--- src/rtl/ram_arbiter.sv ---
// rtl/ram_arbiter.sv - round-robin arbiter sharing one RAM controller command port among NCH requesters
module ram_arbiter #(
    parameter int NCH     = 2,
    parameter int DW      = 16,
    parameter int AW      = 23,
    parameter int TIMEOUT = 1023
) (
    input  logic              clk,
    input  logic              rstn,
    input  logic [NCH-1:0]    req,
    input  logic [NCH-1:0]    reqInstr,
    input  logic [NCH*AW-1:0] reqAddr,
    input  logic [NCH*DW-1:0] reqData,
    output logic [NCH-1:0]    gnt,
    output logic [NCH-1:0]    done,
    output logic              err,
    output logic [DW-1:0]     rdData,
    output logic              ramInstruction,
    output logic              ramLatch,
    output logic [AW-1:0]     ramBusAddr,
    output logic [DW-1:0]     ramBusDataIn,
    input  logic [DW-1:0]     ramBusDataOut,
    input  logic              ramReady
);

    localparam int          IW   = (NCH > 1) ? $clog2(NCH) : 1;
    localparam logic [15:0] TLIM = 16'(TIMEOUT - 1);

    typedef enum logic [1:0] {S_IDLE, S_ISSUE, S_WAIT_BUSY, S_WAIT_DONE} state_t;

    state_t          r_state;
    logic [IW-1:0]   r_last;
    logic [IW-1:0]   r_sel;
    logic [15:0]     r_tcnt;
    logic [NCH-1:0]  w_req;
    logic [IW-1:0]   w_pick;
    logic            w_found;

    // A channel's req is still high in its own done cycle; ignore it there so it waits its turn.
    assign w_req = req & ~done;

    always_comb begin
        w_found = 1'b0;
        w_pick  = '0;
        for (int k = 0; k < NCH; k++) begin
            if (!w_found && w_req[(int'(r_last) + 1 + k) % NCH]) begin
                w_found = 1'b1;
                w_pick  = IW'((int'(r_last) + 1 + k) % NCH);
            end
        end
    end

    always_ff @(posedge clk or negedge rstn) begin
        if (!rstn) begin
            r_state        <= S_IDLE;
            r_last         <= IW'(NCH - 1);
            r_sel          <= '0;
            r_tcnt         <= '0;
            gnt            <= '0;
            done           <= '0;
            err            <= 1'b0;
            rdData         <= '0;
            ramInstruction <= 1'b0;
            ramLatch       <= 1'b0;
            ramBusAddr     <= '0;
            ramBusDataIn   <= '0;
        end else begin
            done     <= '0;
            err      <= 1'b0;
            ramLatch <= 1'b0;
            case (r_state)
                S_IDLE: begin
                    if (ramReady && w_found) begin
                        gnt            <= NCH'(1) << w_pick;
                        r_sel          <= w_pick;
                        r_last         <= w_pick;
                        ramInstruction <= reqInstr[w_pick];
                        ramBusAddr     <= reqAddr[int'(w_pick)*AW +: AW];
                        ramBusDataIn   <= reqData[int'(w_pick)*DW +: DW];
                        ramLatch       <= 1'b1;
                        r_state        <= S_ISSUE;
                    end
                end
                S_ISSUE: begin
                    r_tcnt  <= '0;
                    r_state <= S_WAIT_BUSY;
                end
                S_WAIT_BUSY: begin
                    if (r_tcnt == TLIM) begin
                        done    <= NCH'(1) << r_sel;
                        err     <= 1'b1;
                        gnt     <= '0;
                        r_state <= S_IDLE;
                    end else begin
                        r_tcnt <= r_tcnt + 16'd1;
                        if (!ramReady) r_state <= S_WAIT_DONE;
                    end
                end
                S_WAIT_DONE: begin
                    if (ramReady) begin
                        done    <= NCH'(1) << r_sel;
                        gnt     <= '0;
                        if (!ramInstruction) rdData <= ramBusDataOut;
                        r_state <= S_IDLE;
                    end else if (r_tcnt == TLIM) begin
                        done    <= NCH'(1) << r_sel;
                        err     <= 1'b1;
                        gnt     <= '0;
                        r_state <= S_IDLE;
                    end else begin
                        r_tcnt <= r_tcnt + 16'd1;
                    end
                end
                default: r_state <= S_IDLE;
            endcase
        end
    end

endmodule

--- config.mk ---
export PLATFORM = sky130hd
export DESIGN_NAME = ram_arbiter
export DESIGN_NICKNAME = d
export VERILOG_FILES = /design/src/rtl/ram_arbiter.sv
export SDC_FILE = /design/constraint.sdc
export NUM_CORES = 1
export LEC_CHECK = 0
export ABC_CLOCK_PERIOD_IN_PS = 1900
export BUFFER_PORTS_ARGS = -buffer_cell sky130_fd_sc_hd__clkbuf_2
export CELL_PAD_IN_SITES_DETAIL_PLACEMENT = 0
export CELL_PAD_IN_SITES_GLOBAL_PLACEMENT = 1
export CORE_MARGIN = 5
export CORE_UTILIZATION = 32
export CTS_CLUSTER_SIZE = 30
export DETAILED_ROUTE_END_ITERATION = 7
export GPL_ROUTABILITY_DRIVEN = 0
export PLACE_DENSITY = 0.76
export SLEW_MARGIN = 15
export SYNTH_ARGS = -nofsm -noshare
export SYNTH_HDL_FRONTEND = slang
export SYNTH_SLANG_ARGS = --single-unit
--- constraint.sdc ---
create_clock -name clk -period 1.9 [get_ports clk]
set_clock_uncertainty 0.2 [all_clocks]
set_input_delay 0.38 -clock clk [delete_from_list [all_inputs] [get_ports clk]]
set_output_delay 0.38 -clock clk [all_outputs]
set_load 0.05 [all_outputs]
==> metrics.md <==
| Metric | Value |
|---|---|
| HP Class | `in2reg` |
| Max-slew violations | `0` |
| Comb power frac | `51.7%` |
| H-tree levels | `3` |
| Synthesized Nets | `439` |
| Distinct cells, synth | `41` |
| Fin Setup TNS | `0 ps` |
| Critical Path RT | `1910 ps` |
| Sequential area share after synthesis | `54.1%` |
| Worst VDD drop | `772 µV` |
| WL/cell | `14.7 µm` |
| Synth area leaders | `dfrtp_1, mux2i_1, a21oi_1` |
| Net Sw Frac | `47.9%` |
| Pin count of the biggest net entering global routing | `83` |
| Final min period | `1800 ps` |
| Clk pin slew, worst setup/hold paths | `60 ps` |
| Setup Fix Bufs, Post-CTS | `0` |
| Final setup fails | `0` |
| Post-synthesis async set-or-reset flop share | `100%` |
| Clk Latency, worst-skew pair | `330 ps` |
| Fmax | `0.556 GHz` |
| Via Count | `3137` |
| Core area | `11500 µm²` |
| Crit-path max FO | `13` |
| Layout area overhead | `40.3%` |
| Clk sinks | `82` |
| DIE WIDTH | `119 µm` |
| Final hold vios | `0` |
| Final WL | `9730 µm` |
| Syn avg cell area | `11.3 µm²` |
| Starting Density | `33.0%` |
| Final Util | `46.3%` |
| First-pass GRT wire length | `15500 µm` |
| Clock share of power | `17.8%` |
| DP HPWL | `6950 µm` |
| Number of synthesized register bits | `82` |
| Synth Area in Compound Gates | `11.2%` |
| Share of power burned in registers | `30.5%` |
| Post-synth top area cell | `dfrtp_1` |
| I/O pin count | `163` |
| Total CTS buffers | `9` |
| Slew @ Worst Pin | `584 ps` |
| Post-Synth Simple-Gate Area | `11.9%` |
| Maxcap violations | `0` |
| CTS root buffer | `clkbuf_16` |
| Initial antenna violation count | `0` |
| Tot GR Track Use | `13.4%` |
| Clk buf depth | `2` |
| Primary FF master, synth | `dfrtp_1` |
| Pint | `4.88 mW` |
| Synth Cell Area | `3800 µm²` |
| Largest family of logic cells by synthesized area | `multiplexers` |
| Top cell type's share of synthesized area | `53.4%` |
| IO buf count | `162` |
| RSZ-0062 raised after global routing | `no` |
| Post-synthesis instance total | `336` |
| DRT iter0 DRCs | `128` |
| Grt total ovfl | `0` |
| Kind of critical path | `reg2reg` |
| Die area | `14200 µm²` |
| Startpoint types | `flip-flop` |
| Share of layout cells above drive strength 1 | `45.3%` |
| Final #Nets | `615` |
| CTS tree | `yes` |
| Worst Path Arrival | `1810 ps` |
| Status | `complete, no violations` |
| Xor/xnor share of the synthesized area | `0%` |
| Row count | `39` |
| Slew Limit Headroom | `61.0%` |
| Routed Antenna Nets | `0` |
| Filler Cells Inserted | `1094` |
| Die height | `119 µm` |
| Post-synthesis adder-cell area fraction | `0.659%` |
| Ant diodes | `0` |
| Iteration count of the initial detailed-routing pass | `4` |
| Via density | `4.75` |
| DR DRC count | `0` |
| Leakage | `2.74 nW` |
| Period Utilization, post-route | `94.7%` |
| Vias in the first global route | `3236` |
| Yosys warnings | `0` |
| EDFF count, synth | `0` |
| Power per Cell Area | `1760 nW/µm²` |
| Switch Pwr | `4.48 mW` |
| Crit. End Element | `flip-flop` |
| Post-synthesis mux area share | `18.4%` |
-- cells by family after synthesis --
kind of cell               count (synthesis)
buffers and inverters                     26
muxes                                     64
AOI/OAI and AO/OA                         70
and+or+nand+nor                           92
adders and majority gates                  2
DFF                                       82
-- through the flow --
| step | setup slack [ps] | cells | power [mW] | area, µm² | hold slack, ps |
|---|---|---|---|---|---|
| final | 102 | 660 | 9.36 | 5330 | 78.3 |
| after global routing | 11.6 | 660 | 9.94 | 5330 | 65.4 |
| after CTS | 23.8 | 658 | 9.42 | 5250 | 62.4 |
| after detailed placement | -38.7 | 641 | 7.68 | 4940 | 243 |
| after global placement | -3.64 | 641 | 7.62 | 4940 | 229 |
| after floorplan | 32.8 | 336 | 6.36 | 3800 | -116 |
-- final timing paths --
check / start / end / slack [ps] / cells after the start
min reg2reg: r_sel / done[0] / 270 / 1
max: r_tcnt[0] / r_tcnt[4] / 100 / 7
min in group asynchronous: rstn / ramLatch / 420 / 3
max in group asynchronous: rstn / done[1] / 700 / 3
min: ramBusDataOut[8] / rdData[8] / 80 / 2
max reg2reg: r_tcnt[0] / r_tcnt[4] / 100 / 7
-- timing repair --
action | in CTS | in global routing
hold endpoints to repair | 81 | 0
pin swaps | 0 | 0
resized for setup | 7 | 7
hold buffers | 1 | 0
setup endpoints to repair | 6 | 24
gates cloned | 0 | 2
-- worst max-delay path, stage by stage, from the launching register on --
cell and delay (ps):
dfrtp_1 340, inv_1 60, ha_1 180, nor3b_2 160
and4_4 220, buf_12 140, o311ai_1 260, o41ai_1 110
-- area by class of cell --
type | instances | area [µm²] | area share [%]
Inverter | 5 | 23.8 | 0.446
Multi-Input combinational cell | 228 | 1650 | 31.0
Timing Repair Buffer | 186 | 1130 | 21.2
Clock buffer | 10 | 229 | 4.30
Tap cell | 143 | 179 | 3.36
Sequential cell | 82 | 2060 | 38.6
Clock inverter | 6 | 57.6 | 1.08
-- Yosys cell counts, drive strengths merged (4+ instances only) --
cell / number
nand3: 6
nand4: 5
nor2: 44
a21oi: 45
mux2i: 48
dfrtp: 81
mux2: 16
nand2: 11
o31ai: 4
o21ai: 5
and4: 4
buf: 18
inv: 5
nand2b: 7
-- state kept, by name, indices dropped and copies added (netlist names), 2 cells and up --
| register | cells |
|---|---|
| ramBusDataIn | 16 |
| r_tcnt | 16 |
| r_state | 2 |
| gnt | 2 |
| rdData | 16 |
| done | 2 |
| ramBusAddr | 23 |
-- cell usage in the layout (no fill, tap or decap), types with 6 or more instances in the layout --
cell	n
nor2_1	44
a21oi_1	44
buf_4	14
clkbuf_2	161
clkbuf_16	11
mux2_2	6
nand3_1	6
nand2_1	10
mux2i_1	47
buf_12	8
nand2b_1	7
dfrtp_1	79
mux2_4	10
-- power by group through the flow --
stage	combinational [mW]	clock, mW	sequential (mW)
after CTS	4.81	1.75	2.86
after floorplan	1.38	0	4.98
final	4.84	1.67	2.85
after global routing	5.17	1.82	2.94
after global placement	4.76	0	2.86
after detailed placement	4.81	0	2.87
-- per-layer routing --
layer	track usage, %	up-vias	wire, µm
li1	-	1547	-
met1	16.4	1478	4180
met2	22.2	103	4750
met3	4.45	9	673
met4	4.85	0	127
met5	0	-	0
Power figures use the tool's default switching activity.
